--- config.mk ---
export PLATFORM = sky130hd
export DESIGN_NAME = muldiv_sequencer
export DESIGN_NICKNAME = d
export VERILOG_FILES = /design/src/rtl/muldiv_sequencer.sv
export SDC_FILE = /design/constraint.sdc
export NUM_CORES = 1
export LEC_CHECK = 0
export CORE_AREA = 4 4 226 228
export DETAILED_ROUTE_END_ITERATION = 16
export DIE_AREA = 0 0 230 232
export PLACE_DENSITY = 0.53
export RECOVER_POWER = 100
export SYNTH_ARGS = -nofsm -noshare
export SYNTH_HDL_FRONTEND = slang
export SYNTH_SLANG_ARGS = --single-unit
export TNS_END_PERCENT = 20
--- constraint.sdc ---
create_clock -name clk -period 4.4 [get_ports clk]
set_input_delay 1.1 -clock clk [delete_from_list [all_inputs] [get_ports clk]]
set_output_delay 1.1 -clock clk [all_outputs]
set_load 0.005 [all_outputs]
--- src/rtl/muldiv_sequencer.sv ---
// ---------------------------------------------------------------------------
// muldiv_sequencer
//
// Multi-cycle HI/LO controller for the decode/execute path. It accepts
// MULT/MULTU/DIV/DIVU requests and runs a STEPS-long shift-add multiply or
// restoring divide on operand magnitudes. A final FIX cycle applies the
// result signs and writes HI/LO once. While busy, the unit stalls decode when
// decode presents a new mul/div or an MFHI/MFLO.
//
// Ports
//   clk      in   1   clock, rising edge
//   rst_n    in   1   asynchronous active-low reset
//   start    in   1   one-cycle mul/div request from decode
//   op       in   2   0=DIVU 1=DIV 2=MULTU 3=MULT, sampled with start
//   a        in   32  rs operand (dividend / multiplicand)
//   b        in   32  rt operand (divisor / multiplier)
//   hilo_rd  in   1   decode holds MFHI/MFLO this cycle
//   busy     out  1   sequence in progress (registered)
//   stall    out  1   busy & (start | hilo_rd), combinational
//   done     out  1   one-cycle pulse after hi/lo are written (registered)
//   hi       out  32  HI: remainder / product upper word
//   lo       out  32  LO: quotient / product lower word
// ---------------------------------------------------------------------------
module muldiv_sequencer #(
  parameter int STEPS = 32
) (
  input  logic        clk,
  input  logic        rst_n,
  input  logic        start,
  input  logic [1:0]  op,
  input  logic [31:0] a,
  input  logic [31:0] b,
  input  logic        hilo_rd,
  output logic        busy,
  output logic        stall,
  output logic        done,
  output logic [31:0] hi,
  output logic [31:0] lo
);

  localparam int CW = 6;

  typedef enum logic [1:0] {
    S_IDLE = 2'd0,
    S_CALC = 2'd1,
    S_FIX  = 2'd2
  } state_t;

  state_t state_q, state_d;

  logic [CW-1:0] count_q;
  logic          is_mul_q;    // 1: multiply, 0: divide
  logic          neg_res_q;   // negate product / quotient in FIX
  logic          neg_rem_q;   // negate remainder (sign of dividend)
  logic          div_zero_q;  // divisor was zero
  logic [31:0]   opnd_q;      // multiplicand or divisor magnitude
  logic [63:0]   acc_q;       // mul: {partial hi, multiplier}; div: {rem, quot}

  // Operand magnitudes; op[0] marks the signed variants.
  logic        a_neg, b_neg;
  logic [31:0] a_mag, b_mag;

  always_comb begin
    a_neg = op[0] & a[31];
    b_neg = op[0] & b[31];
    a_mag = a_neg ? (32'd0 - a) : a;
    b_mag = b_neg ? (32'd0 - b) : b;
  end

  // One multiply step: conditional add of the multiplicand into the upper
  // word, then shift the whole accumulator right with the carry.
  logic [32:0] mul_sum;
  logic [63:0] mul_next;

  // One restoring-divide step: bring the next dividend bit into the
  // remainder, subtract the divisor when it fits and record a quotient bit.
  // The remainder is always below the divisor, so the 33-bit trial value
  // minus the divisor fits back into 32 bits.
  logic [32:0] div_shift;
  logic        div_ok;
  logic [63:0] div_next;

  always_comb begin
    mul_sum   = {1'b0, acc_q[63:32]} + (acc_q[0] ? {1'b0, opnd_q} : 33'd0);
    mul_next  = {mul_sum, acc_q[31:1]};
    div_shift = {acc_q[63:32], acc_q[31]};
    div_ok    = (div_shift >= {1'b0, opnd_q});
    div_next  = {div_ok ? (div_shift[31:0] - opnd_q) : div_shift[31:0],
                 acc_q[30:0], div_ok};
  end

  // Sign-corrected results for the FIX edge.
  logic [63:0] prod_fix;
  logic [31:0] quot_fix, rem_fix;

  always_comb begin
    prod_fix = neg_res_q ? (64'd0 - acc_q) : acc_q;
    // With a zero divisor the restoring loop leaves rem=|a|; putting back the
    // dividend's sign gives the raw a, and the quotient is forced all ones.
    quot_fix = div_zero_q ? 32'hFFFF_FFFF
             : (neg_res_q ? (32'd0 - acc_q[31:0]) : acc_q[31:0]);
    rem_fix  = neg_rem_q ? (32'd0 - acc_q[63:32]) : acc_q[63:32];
  end

  // Next-state logic.
  // NOTE: every always_comb output gets a default first, so no path can leave
  // it unassigned and infer a latch.
  always_comb begin
    state_d = state_q;
    unique case (state_q)
      S_IDLE: if (start) state_d = S_CALC;
      S_CALC: if (count_q == CW'(STEPS - 1)) state_d = S_FIX;
      S_FIX:  state_d = S_IDLE;
      default: state_d = S_IDLE;
    endcase
  end

  assign stall = busy & (start | hilo_rd);

  // NOTE: sequential state uses non-blocking assignments only, so every
  // register samples pre-edge values regardless of statement order.
  always_ff @(posedge clk or negedge rst_n) begin
    if (!rst_n) begin
      // NOTE: working registers are reset too, so an aborted operation leaves
      // no stale partial result behind.
      state_q    <= S_IDLE;
      count_q    <= '0;
      is_mul_q   <= 1'b0;
      neg_res_q  <= 1'b0;
      neg_rem_q  <= 1'b0;
      div_zero_q <= 1'b0;
      opnd_q     <= '0;
      acc_q      <= '0;
      busy       <= 1'b0;
      done       <= 1'b0;
      hi         <= '0;
      lo         <= '0;
    end else begin
      state_q <= state_d;
      busy    <= (state_d != S_IDLE);
      done    <= (state_q == S_FIX);

      unique case (state_q)
        S_IDLE: begin
          // op/a/b are only looked at under start, so X on them while idle
          // never reaches state.
          if (start) begin
            count_q    <= '0;
            is_mul_q   <= op[1];
            neg_res_q  <= a_neg ^ b_neg;
            neg_rem_q  <= a_neg & ~op[1];
            div_zero_q <= ~op[1] & (b == 32'd0);
            opnd_q     <= op[1] ? a_mag : b_mag;
            acc_q      <= {32'd0, op[1] ? b_mag : a_mag};
          end
        end
        S_CALC: begin
          count_q <= count_q + 1'b1;
          acc_q   <= is_mul_q ? mul_next : div_next;
        end
        S_FIX: begin
          if (is_mul_q) begin
            hi <= prod_fix[63:32];
            lo <= prod_fix[31:0];
          end else begin
            hi <= rem_fix;
            lo <= quot_fix;
          end
        end
        default: ;
      endcase
    end
  end

endmodule

### Word level (Yosys, flattened, before mapping)

Cells that the tools add are included.

| storage, ports and cells | value |
|---|---|
| ROM bits | 0 |
| memories kept | 0 |
| memory bits (writable) | 0 |
| output and inout port bits | 67 |
| bits of input ports | 70 |
| latch bits | 0 |
| register bits | 174 |

| cells by class | value |
|---|---|
| multiplexer cells | 20 |
| reduce and logical (&&, ||, !) cells | 6 |
| bitwise operators | 8 |
| $mul | 0 |
| $lt $le $gt $ge | 1 |
| equal/unequal tests | 4 |
| div/mod/pow operators | 0 |
| shift-type cells | 0 |
| add/sub/neg operators | 8 |

Operators with widths:

| operator | count |
|---|---|
| $mux W32 | 11 |
| $mux W64 | 3 |
| $pmux W64 S2 | 1 |
| $sub A1 B32 Y32 const A | 4 |
| $sub A1 B64 Y64 const A | 1 |
| $add A32 B32 Y33 | 1 |
| $ge A33 B32 Y1 | 1 |
| $logic_not A32 Y1 | 1 |
| $sub A32 B32 Y32 | 1 |
| $pmux W6 S2 | 1 |
| $add A6 B1 Y6 const B | 1 |
| $eq A6 B5 Y1 const B | 1 |
| $mux W6 | 1 |
| $and A1 B1 Y1 | 5 |
| $mux W2 | 2 |
| $pmux W2 S2 | 1 |
| $reduce_and A2 Y1 | 2 |
| $reduce_bool A2 Y1 | 2 |
| $eq A2 B1 Y1 const B | 1 |
| $eq A2 B2 Y1 const B | 1 |
| $logic_not A2 Y1 | 1 |
| $ne A2 B2 Y1 const B | 1 |
| $not A1 Y1 | 1 |
| $or A1 B1 Y1 | 1 |
| $xor A1 B1 Y1 | 1 |

### Depth between registers and ports, before layout

| logic depth | value |
|---|---|
| depth after elaboration | 5 |
| depth in mapped cells | 14 |
| gate-level depth less buffers | 13 |

### Least setup slack after synthesis

No wires, ideal clock.

| timing path | value |
|---|---|
| path kind | in2reg |
| start | input port b[7] |
| end | register acc_q[26] |
| stages on the path | 9 |
| setup slack | 1031 ps |
| data arrival time | 3234 ps |
| buffers on the path | 0 |
| cell sequence | or4_1 > nor4_1 > nor4b_1 > nand3b_1 > nor2_1 > a21oi_1 > xor2_1 > a311oi_1 > o21ai_0 |

| between the ends | value |
|---|---|
| longest elaborated chain between the ends | 5 |

RTL lines:

| what | line | text |
|---|---|---|
| start, declared | 32 | `input logic [31:0] b,` |
| $sub A1 B32 Y32 | 67 | `b_mag = b_neg ? (32'd0 - b) : b;` |
| $mux W32 | 67 |  |
| $mux W32 | 154 | `acc_q <= {32'd0, op[1] ? b_mag : a_mag};` |
| $mux W64 | 147 | `if (start) begin` |
| $pmux W64 S2 | 143 | `unique case (state_q)` |
| end signal, assigned | 154 |  |
| end signal, assigned | 159 | `acc_q <= is_mul_q ? mul_next : div_next;` |
| end, declared | 57 | `logic [63:0] acc_q;` |

No other way between the ends. The select of a mux whose other input is x is not followed.
A chain may end at the register's enable or synchronous reset.

### Worst setup path after layout

| timing path | value |
|---|---|
| start | register acc_q[53] |
| end | register acc_q[59] |

| between the ends | value |
|---|---|
| longest elaborated chain between the ends | 4 |

RTL lines:

| what | line | text |
|---|---|---|
| $sub A32 B32 Y32 / $ge A33 B32 Y1 (equally long branches) | 88, 87 |  |
| $mux W32 | 88 | `div_next = {div_ok ? (div_shift[31:0] - opnd_q) : div_shift[31:0],` |
| $mux W64 * | 159 |  |
| $pmux W64 S2 * | 143 |  |

Every way passes the cells marked *; elsewhere a longest branch is shown, timed or not.

==> impl_metrics.csv <==
group,metric,value,unit
synth,ys_ff_latch,174,
hold_path,holdPathEnd,"opnd_q[14]",
placement,dpl_cell_area,0.0167,mm2
synth,ys_async_sr_fraction,100,%
timing,fin_setup_tns,0,ps
clock_tree,clockRootBuffer,"clkbuf_16",
grt,grt_use_met1,26.4,%
placement,dp_hpwl,40200,um
grt,use_met3,3.36,%
synth,synth-seq-area-share,29.9,%
clock_tree,clk_latency,480,ps
timing,final_max_slew_viol_count,209,
synth,yosys-top-cells-area,"dfrtp_1, a21oi_1, ha_1",
drt,detail-route-antenna-nets,0,
timing,post-route-period-util,93.8,%
drt,drc,0,
synth,synthCells,1854,
worst_setup_path,cp-start-kind,"register",
outcome,outcome,"finished with violations",
worst_setup_path,reg2reg_to,"acc_q[59]",
job,maxCapViolCount,3,
clock_tree,cts_setup_buffers,0,
worst_setup_path,cp_slowest_stage_delay,890,ps
hold_path,hold_start,"opnd_q[14]",
timing,fmax,0.242,GHz
worst_setup_path,criticalPathCategory,"register to register",
synth,syn_area,0.0146,mm2
grt,grt_pass1_wl,81100,um
timing,finalSetupViolations,0,
floorplan,die-area,0.0534,mm2
drt,avgViaCountPerCell,5.41,
timing,grt_setup_unrepaired,"no",
synth,synth_warnings,0,
finish,design_area,0.0172,mm2
synth,yosysTopAreaCell,"dfrtp_1",
drt,drt_pass1_iterations,5,
finish,diodes,0,
worst_setup_path,slowest_stage,"nor2_2",
drt,vias,14200,
synth,synth_ff_type,"dfrtp_1",
timing,period_needed,4130,ps
timing,clock_skew,21.2,ps
grt,antenna_found_initial,0,
placement,gp_congestion,0.901,
grt,busiest_layer,"met2",
floorplan,die_x,230,um
worst_setup_path,crit_arrival,4500,ps
grt,grt_max_degree,101,
placement,dp_cells,2592,
worst_setup_path,worstReg2RegStart,"acc_q[53]",
drt,drt_wl_total,51900,um
power_and_ir_drop,power_density,825,mW/mm2
finish,final_common_cell,"nand2_1",
worst_setup_path,required,4770,ps
clock_tree,numCtsBuffers,17,
worst_setup_path,reg2reg_slack,270,ps
drt,post_drt_wl_per_cell,19.8,um
floorplan,die-height,232,um
synth,yosysTopAreaCellShare,29.9,%
floorplan,initial_core_util,29.8,%
placement,port_buffers,136,
hold_path,hold_class,"register to register",
hold_path,whs_path_depth,2,
floorplan,rows,81,
timing,finalHoldViolCount,0,
clock_tree,clock_path_buffers,2,
finish,syn_to_final_growth,18.4,%
power_and_ir_drop,ir_drop,0.000315,V
clock_tree,htreeDepth,4,
timing,slew_headroom,-33.4,%
clock_tree,cts_resized,0,
synth,synth_edf_count,0,
synth,syn_area_per_cell,7.86,um2
clock_tree,cts_sinks,174,
finish,fin_nets,2088,
finish,stdcell_count,2624,
worst_setup_path,crit_fanout,18,
synth,synth_fp_nets,1995,
finish,layout_common_cells,"nand2_1, a21oi_1, nor2_1, o21ai_0, dfrtp_1",
clock_tree,cts_tree,"done",
floorplan,num_io_pins,137,
finish,drive_gt1_share,5.10,%
grt,grt_util_met2,31.5,%
timing,worst_pin_slew,2000,ps
synth,ys_types,75,
worst_setup_path,rr_worst_depth,9,
floorplan,core,0.0488,mm2
drt,drtIter0Drc,1209,
power_and_ir_drop,p_leak,7.44,nW
clock_tree,clk_pin_slew,80,ps
grt,track_usage,19.3,%
grt,overflow,0,
worst_setup_path,end_kind,"register",
worst_setup_path,cp_cell_sequence,"ha_1, and3_1, nand3_1, nor4_1, a31oi_1, o2111a_1, nor2_2, a211oi_1, o31ai_1",
grt,grt_pass1_vias,13900,
clock_tree,cts_hold_buf,0,
outcome,violations,"capacitance limit, slew limit",
[cell usage after synthesis (9+ instances only)]
cell / number
a22o_1: 16
nor2b_1: 14
o21a_1: 13
buf_1: 12
or4_1: 13
o21bai_1: 9
o21ai_0: 164
o21ai_1: 16
nand2_1: 194
ha_1: 69
clkbuf_1: 95
nor2_1: 188
a31oi_1: 15
a21o_1: 36
nand2b_1: 19
o31ai_1: 29
a211oi_1: 17
inv_1: 65
or3_1: 16
o221ai_1: 10
o22a_1: 10
nor4_1: 15
nor3_1: 42
a211o_1: 9
nand3_1: 35
o41ai_1: 11
xnor2_1: 79
dfrtp_1: 174
a21oi_1: 191
mux2i_1: 50
o211ai_1: 13
xor2_1: 88
and3_1: 10
[worst max path at each step]
stage / slack [ps] / from / cells after the start / end
after floorplan: 1030 / b[7] / 9 / acc_q[26]
after global placement: 170 / b[7] / 10 / acc_q[26]
after detailed placement: 170 / b[7] / 10 / acc_q[28]
after CTS: 530 / acc_q[0] / 14 / acc_q[62]
after global routing: 150 / acc_q[0] / 12 / hi[26]
final: 270 / acc_q[53] / 9 / acc_q[59]
[layer usage]
| metal | wire length (um) | share of wire, % |
|---|---|---|
| met4 | 1100 | 2.1 |
| met5 | 0 | 0 |
| met3 | 2960 | 5.7 |
| met1 | 23900 | 46 |
| met2 | 23900 | 46 |
[cell families after synthesis]
family | Yosys count | synth area share, %
AND/OR/NAND/NOR | 595 | 19.0
AO/OA/AOI/OAI | 612 | 26.2
flip-flops | 174 | 29.9
buffers and inverters | 177 | 4.64
XOR/XNOR | 167 | 10.0
multiplexers | 58 | 4.05
adder cells (fa/ha/maj) | 71 | 6.20
[flip-flops by register name, summed over array words and instances (netlist names)]
name / flops
state_q: 2
is_mul_q: 1
lo: 32
neg_res_q: 1
neg_rem_q: 1
count_q: 6
hi: 32
opnd_q: 32
done: 1
acc_q: 64
div_zero_q: 1
busy: 1
[metrics by stage]
| step | worst slack, ps | total power, mW | util, % | hold slack (ps) |
|---|---|---|---|---|
| after global placement | 175 | 12.6 | 34.3 | 458 |
| after global routing | 147 | 15.4 | 35.3 | 499 |
| final | 272 | 14.2 | 35.3 | 472 |
| after CTS | 528 | 14.3 | 35.5 | 478 |
| after detailed placement | 171 | 12.6 | 34.3 | 460 |
| after floorplan | 1030 | 9.68 | - | 439 |
[power by group]
| part | total [mW] | leakage [nW] | internal (mW) | switching (mW) |
|---|---|---|---|---|
| sequential | 3.19 | 2.24 | 2.26 | 0.935 |
| clock | 1.58 | 0.280 | 0.761 | 0.815 |
| combinational | 9.45 | 4.93 | 3.93 | 5.52 |
[area by class of cell]
class	count	area, um2
Sequential cell	174	4350
Inverter	65	244
Timing Repair Buffer	186	1690
Clock inverter	15	174
Tap cell	664	831
Fill cell	5206	31600
Clock buffer	17	425
Multi-Input combinational cell	1503	9520
[worst max-delay path, delay by kind of cell, from the launching register on]
family / cells / cell delay [ps]
fa+ha+maj: 1 / 440
compound gates: 4 / 1180
flops: 1 / 500
simple gates: 4 / 1910
(Power assumes the default switching activity.)
